[config.mk]
export PLATFORM = sky130hd
export DESIGN_NAME = ysyx_24080006_mem_arbiter
export DESIGN_NICKNAME = d
export VERILOG_FILES = /design/src/rtl/ysyx_24080006_pkg.sv /design/src/rtl/ysyx_24080006_mem_arbiter.sv
export SDC_FILE = /design/constraint.sdc
export NUM_CORES = 1
export LEC_CHECK = 0
export BUFFER_PORTS_ARGS = -buffer_cell sky130_fd_sc_hd__buf_2
export CAP_MARGIN = 40
export CORE_ASPECT_RATIO = 0.6
export CORE_UTILIZATION = 27
export DETAILED_ROUTE_END_ITERATION = 10
export PLACE_DENSITY = 0.6
export SYNTH_ARGS = -nofsm -noshare
export SYNTH_HDL_FRONTEND = slang
export SYNTH_SLANG_ARGS = --single-unit
[constraint.sdc]
create_clock -name clk -period 4.45 [get_ports clk]
set_clock_uncertainty 0.05 [all_clocks]
set_input_delay 0 -clock clk [delete_from_list [all_inputs] [get_ports clk]]
set_output_delay 0 -clock clk [all_outputs]
set_load 0.1 [all_outputs]
[src/rtl/ysyx_24080006_pkg.sv]
// Shared types for the pmem arbiter: FSM states, owner tag and the captured request payload.
package ysyx_24080006_pkg;

  localparam int unsigned ADDR_W = 32;
  localparam int unsigned DATA_W = 32;
  localparam int unsigned MASK_W = 8;

  typedef enum logic [1:0] {S_IDLE, S_REQ, S_WAIT, S_RESP} arb_state_t;

  typedef enum logic {OWN_IFU, OWN_LSU} arb_owner_t;

  // Request as presented to pmem; held stable in S_REQ.
  typedef struct packed {
    logic [ADDR_W-1:0] addr;
    logic              wen;
    logic [DATA_W-1:0] wdata;
    logic [MASK_W-1:0] wmask;
  } mem_req_t;

endpackage

[src/rtl/ysyx_24080006_mem_arbiter.sv]
// Round-robin arbiter sharing one pmem port between IFU and LSU.
// One outstanding transaction, registered request capture, response timeout.
// Ports: clk/rst; ifu_req_* / ifu_rsp_* (fetch side); lsu_req_* / lsu_rsp_* (load/store side);
//        mem_req_* / mem_rsp_* (pmem wrapper side). Request readies are combinational grants;
//        every other output is a flop.
module ysyx_24080006_mem_arbiter
  import ysyx_24080006_pkg::*;
#(
  parameter int unsigned TIMEOUT   = 256,
  parameter bit          RESET_PRI = 1'b1
) (
  input  logic              clk,
  input  logic              rst,
  input  logic              ifu_req_valid,
  output logic              ifu_req_ready,
  input  logic [ADDR_W-1:0] ifu_req_addr,
  output logic              ifu_rsp_valid,
  output logic [DATA_W-1:0] ifu_rsp_data,
  output logic              ifu_rsp_err,
  input  logic              lsu_req_valid,
  output logic              lsu_req_ready,
  input  logic [ADDR_W-1:0] lsu_req_addr,
  input  logic              lsu_req_wen,
  input  logic [DATA_W-1:0] lsu_req_wdata,
  input  logic [MASK_W-1:0] lsu_req_wmask,
  output logic              lsu_rsp_valid,
  output logic [DATA_W-1:0] lsu_rsp_data,
  output logic              lsu_rsp_err,
  output logic              mem_req_valid,
  input  logic              mem_req_ready,
  output logic [ADDR_W-1:0] mem_req_addr,
  output logic              mem_req_wen,
  output logic [DATA_W-1:0] mem_req_wdata,
  output logic [MASK_W-1:0] mem_req_wmask,
  input  logic              mem_rsp_valid,
  input  logic [DATA_W-1:0] mem_rsp_data
);

  localparam int unsigned TIMER_W = (TIMEOUT > 1) ? $clog2(TIMEOUT) : 1;
  localparam logic [TIMER_W-1:0] TIMER_LAST = TIMER_W'(TIMEOUT - 1);
  localparam logic [TIMER_W-1:0] TIMER_MAX  = {TIMER_W{1'b1}};

  arb_state_t          state_q, state_d;
  arb_owner_t          owner_q, owner_d;
  arb_owner_t          last_grant_q, last_grant_d;
  mem_req_t            req_q, req_d;
  logic [TIMER_W-1:0]  timer_q, timer_d;
  logic [DATA_W-1:0]   rsp_data_q, rsp_data_d;
  logic                ifu_rsp_valid_q, ifu_rsp_valid_d;
  logic                lsu_rsp_valid_q, lsu_rsp_valid_d;
  logic                ifu_rsp_err_q, ifu_rsp_err_d;
  logic                lsu_rsp_err_q, lsu_rsp_err_d;
  logic                mem_req_valid_q, mem_req_valid_d;
  logic                grant_ifu, grant_lsu;

  // Round-robin pick: only offered in S_IDLE; contention goes to whoever did not win last.
  always_comb begin
    grant_ifu = 1'b0;
    grant_lsu = 1'b0;
    if (!rst && state_q == S_IDLE) begin
      if (ifu_req_valid && lsu_req_valid) begin
        grant_lsu = (last_grant_q == OWN_IFU);
        grant_ifu = (last_grant_q == OWN_LSU);
      end else begin
        grant_ifu = ifu_req_valid;
        grant_lsu = lsu_req_valid;
      end
    end
  end

  // Next-state and registered-output logic.
  always_comb begin
    state_d         = state_q;
    owner_d         = owner_q;
    last_grant_d    = last_grant_q;
    req_d           = req_q;
    timer_d         = timer_q;
    rsp_data_d      = rsp_data_q;
    ifu_rsp_valid_d = 1'b0;
    lsu_rsp_valid_d = 1'b0;
    ifu_rsp_err_d   = 1'b0;
    lsu_rsp_err_d   = 1'b0;
    mem_req_valid_d = 1'b0;

    unique case (state_q)
      S_IDLE: begin
        if (grant_ifu) begin
          owner_d      = OWN_IFU;
          last_grant_d = OWN_IFU;
          req_d.addr   = ifu_req_addr;
          req_d.wen    = 1'b0;
          req_d.wdata  = '0;
          req_d.wmask  = '0;
          // Misaligned fetch never reaches pmem; answer with an error directly.
          if (ifu_req_addr[1:0] != 2'b00) begin
            state_d         = S_RESP;
            rsp_data_d      = '0;
            ifu_rsp_valid_d = 1'b1;
            ifu_rsp_err_d   = 1'b1;
          end else begin
            state_d         = S_REQ;
            mem_req_valid_d = 1'b1;
          end
        end else if (grant_lsu) begin
          owner_d         = OWN_LSU;
          last_grant_d    = OWN_LSU;
          req_d.addr      = lsu_req_addr;
          req_d.wen       = lsu_req_wen;
          req_d.wdata     = lsu_req_wdata;
          req_d.wmask     = lsu_req_wmask;
          state_d         = S_REQ;
          mem_req_valid_d = 1'b1;
        end
      end
      S_REQ: begin
        if (mem_req_ready) begin
          state_d = S_WAIT;
          timer_d = '0;
        end else begin
          mem_req_valid_d = 1'b1;
        end
      end
      S_WAIT: begin
        if (timer_q != TIMER_MAX) timer_d = timer_q + TIMER_W'(1);
        // A real response takes priority over a coincident timeout.
        if (mem_rsp_valid || timer_q == TIMER_LAST) begin
          state_d         = S_RESP;
          rsp_data_d      = mem_rsp_valid ? mem_rsp_data : '0;
          ifu_rsp_valid_d = (owner_q == OWN_IFU);
          lsu_rsp_valid_d = (owner_q == OWN_LSU);
          ifu_rsp_err_d   = (owner_q == OWN_IFU) && !mem_rsp_valid;
          lsu_rsp_err_d   = (owner_q == OWN_LSU) && !mem_rsp_valid;
        end
      end
      S_RESP: begin
        state_d = S_IDLE;
      end
      default: begin
        state_d = S_IDLE;
      end
    endcase
  end

  // State and capture registers.
  always_ff @(posedge clk or posedge rst) begin
    if (rst) begin
      state_q         <= S_IDLE;
      owner_q         <= OWN_IFU;
      last_grant_q    <= RESET_PRI ? OWN_IFU : OWN_LSU;
      req_q           <= '0;
      timer_q         <= '0;
      rsp_data_q      <= '0;
      ifu_rsp_valid_q <= 1'b0;
      lsu_rsp_valid_q <= 1'b0;
      ifu_rsp_err_q   <= 1'b0;
      lsu_rsp_err_q   <= 1'b0;
      mem_req_valid_q <= 1'b0;
    end else begin
      state_q         <= state_d;
      owner_q         <= owner_d;
      last_grant_q    <= last_grant_d;
      req_q           <= req_d;
      timer_q         <= timer_d;
      rsp_data_q      <= rsp_data_d;
      ifu_rsp_valid_q <= ifu_rsp_valid_d;
      lsu_rsp_valid_q <= lsu_rsp_valid_d;
      ifu_rsp_err_q   <= ifu_rsp_err_d;
      lsu_rsp_err_q   <= lsu_rsp_err_d;
      mem_req_valid_q <= mem_req_valid_d;
    end
  end

  assign ifu_req_ready = grant_ifu;
  assign lsu_req_ready = grant_lsu;
  assign ifu_rsp_valid = ifu_rsp_valid_q;
  assign ifu_rsp_data  = rsp_data_q;
  assign ifu_rsp_err   = ifu_rsp_err_q;
  assign lsu_rsp_valid = lsu_rsp_valid_q;
  assign lsu_rsp_data  = rsp_data_q;
  assign lsu_rsp_err   = lsu_rsp_err_q;
  assign mem_req_valid = mem_req_valid_q;
  assign mem_req_addr  = req_q.addr;
  assign mem_req_wen   = req_q.wen;
  assign mem_req_wdata = req_q.wdata;
  assign mem_req_wmask = req_q.wmask;

endmodule

# Word-level counts from Yosys, hierarchy flattened
# Cells that the tools add are included.
# totals
input_bits	143
ff_bits	121
elab_cells	79
out_inout_bits	144
# op_classes
mux	37
n_bitwise	1
n_addsub	1
n_eq_ne	11
n_reduce_logical	16
# op_table
operator	n
$mux W73	2
$mux W32	4
$pmux W32 S2	1
$mux W1	18
$mux W8	2
$pmux W8 S2	1
$mux W2	5
$add A8 B1 Y8 const B	1
$eq A8 B8 Y1 const B	1
$ne A2 B2 Y1 const B	4
$ne A8 B8 Y1 const B	1
$pmux W2 S4	1
$reduce_bool A2 Y1	4
$pmux W1 S2	3
$reduce_and A3 Y1	2
$eq A2 B2 Y1 const B	2
$logic_and A1 B1 Y1	4
$reduce_and A4 Y1	1
$ne A3 B3 Y1 const B	1
$eq A2 B1 Y1 const B	1
$logic_not A1 Y1	2
$logic_not A2 Y1	1
$ne A2 B1 Y1 const B	1
$reduce_and A2 Y1	1
other kinds (2)	2

# Logic depth before layout (Yosys ltp)
# Gate-level depths: netlist of run 1.
# logic_depth
word_depth	6
mapped_depth	8
depth_no_buf	6

# Least setup slack after synthesis of run 1
# OpenSTA, ideal clock, no wires.
# synth_path
kind	register to register
start	register state_q[0]
end	register req_q, in the netlist mem_req_addr[15]
arrival_time_ns	2.328
synth_period_minus_slack_ns	2.451
setup_ns	0.073
required_time_ns	4.327
setup_slack_ns	1.999
path_buffers	1
path_stages_with_launch	8
path_cell_list	dfrtp_1 > inv_1 > ha_1 > nand3b_1 > nor2_1 > clkbuf_1 > a22oi_1 > nand2_1
# synth_via
elab_chain_cells	5
elab_cells_between_ends	7
cone_classes	mux (3); reduce/logical (4)
# synth_lines
item	line	source
start, declared	ysyx_24080006_mem_arbiter.sv:43	arb_state_t state_q, state_d;
start signal, assigned	ysyx_24080006_mem_arbiter.sv:159	state_q <= state_d;
$logic_not A2 Y1 *	ysyx_24080006_mem_arbiter.sv:60	if (!rst && state_q == S_IDLE) begin
$logic_and A1 B1 Y1 *	ysyx_24080006_mem_arbiter.sv:60	
$mux W1 *	ysyx_24080006_mem_arbiter.sv:60	
named net ifu_req_ready	ysyx_24080006_mem_arbiter.sv:15	output logic ifu_req_ready,
$reduce_bool A2 Y1 (no line)	-	
$reduce_and A2 Y1 (no line)	-	
end signal, assigned	ysyx_24080006_mem_arbiter.sv:162	req_q <= req_d;
end, declared	ysyx_24080006_mem_arbiter.sv:46	mem_req_t req_q, req_d;
# Mark *: on every way through the listed nets, which the timed path passes. The rest lies on a longest branch.
# A chain may end at the register's enable or synchronous reset.

# Worst setup path after layout of run 1
# layout_path
start	register state_q[0]
end	register req_q, in the netlist mem_req_addr[11]
# layout_via
elab_chain_cells	5
elab_cells_between_ends	7
cone_classes	mux (3); reduce/logical (4)
# layout_lines
item	line
$logic_not A2 Y1 *	ysyx_24080006_mem_arbiter.sv:60, ysyx_24080006_mem_arbiter.sv:85
$logic_and A1 B1 Y1	ysyx_24080006_mem_arbiter.sv:60
$mux W1	ysyx_24080006_mem_arbiter.sv:60
$reduce_bool A2 Y1 (no line)	-
$reduce_and A2 Y1 (no line)	-
# Mark *: on every way between the ends. The rest lies on a longest branch, timed or not.

==> results.sh, run 1 <==
export IMPL_status="completed"
export IMPL_finalWirelength_um=17000
export IMPL_ios=287
export IMPL_dieHeight_um=112
export IMPL_core_area_um2=19500
export IMPL_die_area_um2=20900
export IMPL_ys_warn_count=0
export IMPL_holdWs_ns=0.0914
export IMPL_io_buffers=286
export IMPL_layout_nets=1013
export IMPL_synth_nets=612
export IMPL_synth_edf_count=0
export IMPL_area_growth_pct=65.3
export IMPL_hold_viol=0
export IMPL_cts_root_buffer="clkbuf_16"
export IMPL_synth_area_leaders="dfrtp_1 55%, mux2_4 8.2%, a22o_1 6.6%, nand2_1 4.7%, a22oi_1 4.4%"
export IMPL_via_per_inst=4.47
export IMPL_grtUsageMet3_pct=5.03
export IMPL_start_util_pct=28.2
export IMPL_place_ws_ns=1.86
export IMPL_synth_cell_types=44
export IMPL_grt_use_met2_pct=27.1
export IMPL_use_met1_pct=20.3
export IMPL_worstMarginPinSlew_ns=0.711
export IMPL_worstSetupPathType="reg2reg"
export IMPL_post_cts_buffers=0
export IMPL_maxSlewViolCount=0
export IMPL_synth_main_ff_cell="dfrtp_1"
export IMPL_rows=39
export IMPL_syn_avg_cell_area_um2=11.8
export IMPL_synth_common_cells="121 x dfrtp_1, 68 x nand2_1, 41 x a22o_1"
export IMPL_synth_area_um2=5480
export IMPL_antenna_found_initial=0
export IMPL_clock_path_buffers=2
export IMPL_ys_ff_latch=121
export IMPL_cpMostUsedCell="dlygate4sd3_1"
export IMPL_crit_chain="inv_1, ha_1, and3b_1, a21boi_4, buf_4, a22oi_1, dlygate4sd3_1, nand2_1, dlygate4sd3_1"
export IMPL_setup_violations=0
export IMPL_grt_pass1_wl_um=26700
export IMPL_grt_overflow=0
export IMPL_gp_congestion=0.726
export IMPL_grt_start_max_net_pins=65
export IMPL_critPathCaptureType="flop"
export IMPL_cts_tree="built"
export IMPL_fin_util_pct=46.5
export IMPL_grt_setup_unrepaired="false"
export IMPL_yosysTopAreaCell="dfrtp_1"
export IMPL_crit_fanout=33
export IMPL_seq_area_frac_synth_pct=55.2
export IMPL_setup_tns_ns=0
export IMPL_first_global_vias=5180
export IMPL_grt_total_usage_pct=16.4
export IMPL_ant_nets=0
export IMPL_die_w_um=186
export IMPL_cts_max_level=4
export IMPL_cts_buffers_inserted=17
export IMPL_insertion_delay_ns=0.42
export IMPL_critical_path_required_ns=4.75
export IMPL_cp_arrival_ns=3.62
export IMPL_hpwlAfterDp_um=10400
export IMPL_post_drt_wl_per_cell_um=14.9
export IMPL_slowest_stage="dlygate4sd3_1"
export IMPL_numClockSinks=121
export IMPL_hold_path_class="in2reg"
export IMPL_netlist_instances=464
export IMPL_cp_start_kind="flop"
export IMPL_clk_pin_slew_worst_paths_ns=0.06
export IMPL_fmax_mhz=301
export IMPL_synth_top_area_share_pct=55.2
export IMPL_async_reset_ff_share_pct=100
export IMPL_drcViolationCount=0
export IMPL_final_layout_size_suffix_gt1_share_pct=42.4
export IMPL_firstDrtPassIters=5
export IMPL_fin_ws_ns=1.13
export IMPL_max_cap_viol_count=0
export IMPL_period_minus_slack_ns=3.32
export IMPL_synth_most_common_cell="dfrtp_1"
export IMPL_via_count=5116
export IMPL_diodes=0
export IMPL_grt_busiest_layer="met2"
export IMPL_fin_crit_sh_pct=74.5
export IMPL_critPathMaxStageDelay_ns=0.59
export IMPL_drtIter0Drc=285
export IMPL_relSlewSlack_pct=52.6
[cells in the final DEF (no fill, tap or decap), types with 2 or more instances in the layout]
cell type / count
mux2_4: 30
a21oi_1: 5
o21ai_0: 7
nor2b_1: 4
clkbuf_16: 17
dlygate4sd3_1: 150
dfrtp_1: 121
nand2_1: 68
clkinv_2: 2
mux2i_1: 4
nand3_1: 5
a22o_2: 2
inv_1: 6
mux2_2: 3
nor2_1: 9
inv_6: 2
a22o_1: 41
a22oi_1: 32
bufinv_16: 3
nand4_1: 3
buf_2: 286
clkinvlp_4: 4
clkinv_4: 3
and3_1: 32
ha_1: 5
buf_4: 7
[through the flow]
stage | std cells | area, µm²
CTS | 1144 | 9060
detailed placement | 962 | 6960
global route | 1144 | 9060
global placement | 961 | 6930
finish | 1144 | 9060
floorplan | 464 | 5480
[cell type report]
class                   count  area (µm²)
clock buffers              18         429
clock inverters            14         174
fillers                  1743       10400
inverters                   7        28.8
multi-input cells         274        2060
flip-flops and latches    121        3030
well taps                 266         333
repair buffers            444        3010
[critical path, delay by kind of cell (launching register included)]
family          cells  cell delay (ns)
flops               1             0.38
buf+inv             4             1.68
simple gates        2             0.29
compound gates      2             0.55
fa+ha+maj           1             0.27
[cell families (layout without fill, tap and decap cells)]
| group | count (synthesis) | count (layout) | synth area share, % |
|---|---|---|---|
| and+or+nand+nor | 134 | 134 | 12.1 |
| DFF | 121 | 121 | 55.2 |
| AOI/OAI and AO/OA | 98 | 98 | 14.3 |
| buffers and inverters | 69 | 483 | 7.69 |
| muxes | 37 | 37 | 9.56 |
| adders and majority gates | 5 | 5 | 1.14 |
[state kept, by name, summed over array words and instances, names as in the netlist]
signal         count
ifu_rsp_data      32
ifu_rsp_err        1
ifu_rsp_valid      1
last_grant_q       1
lsu_rsp_err        1
lsu_rsp_valid      1
mem_req_addr      32
mem_req_valid      1
mem_req_wdata     32
mem_req_wen        1
mem_req_wmask      8
state_q            2
timer_q            8
[worst paths after layout]
| path | startpoint | endpoint | slack (ns) | cells past startpoint |
|---|---|---|---|---|
| max | state_q[0] | mem_req_addr[11] | 1.13 | 9 |
| min | lsu_req_valid | mem_req_valid | 0.09 | 3 |
| max reg2reg | state_q[0] | mem_req_addr[11] | 1.13 | 9 |
| min reg2reg | mem_req_addr[20] | mem_req_addr[20] | 0.41 | 2 |
| max in group asynchronous | rst | mem_req_wdata[6] | 3.38 | 4 |
| min in group asynchronous | rst | mem_req_addr[14] | 0.11 | 3 |
[routing by layer]
metal  routed length [µm]  part of all wire [%]
met1                 7560                    45
met2                 8210                    48
met3                  929                   5.5
met4                  291                   1.7
met5                    0                     0
[timing repair]
action,CTS,global route
gates resized for setup,0,0
hold buffers,150,0
endpoints found under the hold margin,183,0
Power of run 1 is left out: the tool's default activity adds up to more than one toggle a clock period on the data nets, which glitch-free logic cannot reach.
==> run 2, diff against run 1 <==
PLACE_DENSITY = 0.62   (was 0.6)
clock period = 2.8 ns   (was 4.45 ns; I/O delays follow)
==> run 2 against run 1 <==
Net effect:
- sequential share of layout area decreased by 0.15 points
- register-to-register slack got worse by 0.71 ns
- largest cell class is now non-clock buffers
- first-iteration DRC count shrank 36%
- highest routed layer unchanged
- critical endpoint is now mem_req_addr[24]
==> results.sh, run 2 (synthesized netlist as in run 1, its figures left out) <==
export IMPL_status="completed"
export IMPL_layout_nets=1014
export IMPL_hpwlAfterDp_um=10500
export IMPL_setup_violations=0
export IMPL_fmax_mhz=420
export IMPL_antenna_found_initial=0
export IMPL_finalWirelength_um=17100
export IMPL_cts_buffers_inserted=17
export IMPL_nFillCells=1719
export IMPL_cp_buffers_inverters=4
export IMPL_placed_cell_area_um2=7030
export IMPL_insertion_delay_ns=0.42
export IMPL_crit_chain="inv_1, ha_1, and3b_1, a21boi_4, buf_4, buf_12, a22oi_1, dlygate4sd3_1, nand2_1"
export IMPL_die_w_um=186
export IMPL_via_count=5125
export IMPL_drcViolationCount=0
export IMPL_cts_tree="built"
export IMPL_post_drt_wl_per_cell_um=14.9
export IMPL_start_util_pct=28.2
export IMPL_cts_resized=0
export IMPL_clk_pin_slew_worst_paths_ns=0.06
export IMPL_maxSlewViolCount=0
export IMPL_grt_start_max_net_pins=64
export IMPL_die_area_um2=20900
export IMPL_final_area_um2=9100
export IMPL_clock_path_buffers=2
export IMPL_crit_fanout=24
export IMPL_grt_pass1_wl_um=26700
export IMPL_critPathMaxStageDelay_ns=0.59
export IMPL_hold_viol=0
export IMPL_worstMarginPinSlew_ns=0.714
export IMPL_grt_setup_unrepaired="false"
export IMPL_core_area_um2=19500
export IMPL_most_common_layout_cells="286 x buf_2, 141 x dlygate4sd3_1, 121 x dfrtp_1"
export IMPL_cp_start_kind="flop"
export IMPL_final_common_cell="buf_2"
export IMPL_grt_overflow=0
export IMPL_diodes=0
export IMPL_first_global_vias=5230
export IMPL_area_growth_pct=66.1
export IMPL_fin_crit_sh_pct=85.0
export IMPL_relSlewSlack_pct=52.4
export IMPL_grt_total_usage_pct=16.6
export IMPL_cts_max_level=4
export IMPL_drtIter0Drc=183
export IMPL_final_layout_size_suffix_gt1_share_pct=43.2
export IMPL_rows=39
export IMPL_cp_arrival_ns=2.63
export IMPL_setup_tns_ns=0
export IMPL_gp_congestion=0.735
export IMPL_hold_path_class="in2reg"
export IMPL_worstSetupPathType="reg2reg"
export IMPL_numClockSinks=121
export IMPL_period_minus_slack_ns=2.38
export IMPL_max_cap_viol_count=0
export IMPL_firstDrtPassIters=5
export IMPL_critical_path_top_delay_family="buffers and inverters"
export IMPL_cts_root_buffer="clkbuf_16"
export IMPL_dieHeight_um=112
export IMPL_critical_path_required_ns=3.05
export IMPL_critPathCaptureType="flop"
export IMPL_slowest_stage="dlygate4sd3_1"
export IMPL_via_per_inst=4.48
export IMPL_io_buffers=286
export IMPL_ios=287
export IMPL_ant_nets=0
run 2: timing repair:
item	in CTS	in global routing
hold buffers	141	0
buffers inserted	0	5
endpoints found under the hold margin	228	0
endpoints found under the setup margin	0	3
run 2: final timing paths:
check	cells after the start	startpoint	slack [ns]	to
min reg2reg	2	mem_req_addr[5]	0.41	mem_req_addr[5]
min in group asynchronous	4	rst	0.14	mem_req_addr[2]
max	9	state_q[0]	0.42	mem_req_addr[24]
min	3	lsu_req_valid	0.07	mem_req_wdata[21]
max reg2reg	9	state_q[0]	0.42	mem_req_addr[24]
max in group asynchronous	4	rst	1.83	ifu_rsp_data[3]
run 2: through the flow:
stage / std cells / hold slack (ns) / setup WS, ns / util (%)
after floorplan: 464 / 0.0531 / 0.349 / -
after CTS: 1140 / 0.0334 / 0.210 / 46.5
after global routing: 1145 / 0.0813 / 0.290 / 46.8
after detailed placement: 967 / 0.00688 / 0.738 / 36.1
final: 1145 / 0.0710 / 0.421 / 46.8
after global placement: 966 / 0.168 / 0.755 / 36.0
run 2: cell type report:
| type | instances | area, µm² | area share [%] |
|---|---|---|---|
| inverters | 7 | 30.0 | 0.330 |
| well taps | 266 | 333 | 3.66 |
| clock buffers | 22 | 464 | 5.10 |
| clock inverters | 10 | 143 | 1.57 |
| flip-flops and latches | 121 | 3030 | 33.3 |
| repair buffers | 445 | 3050 | 33.5 |
| multi-input cells | 274 | 2060 | 22.6 |
run 2: worst min-delay path, stage by stage:
cell     delay [ns]
buf_2          0.12
o21ai_4        0.12
a22o_1         0.25
run 2: metal layers:
| layer | GRT usage, % | vias to the layer above | part of all wire, % |
|---|---|---|---|
| met5 | 0 | - | 0 |
| met4 | 6.23 | 0 | 2.1 |
| met3 | 4.67 | 32 | 6.4 |
| met2 | 27.6 | 222 | 47 |
| met1 | 20.6 | 2435 | 44 |
| li1 | - | 2436 | - |
Power of run 2 is left out for the same reason.
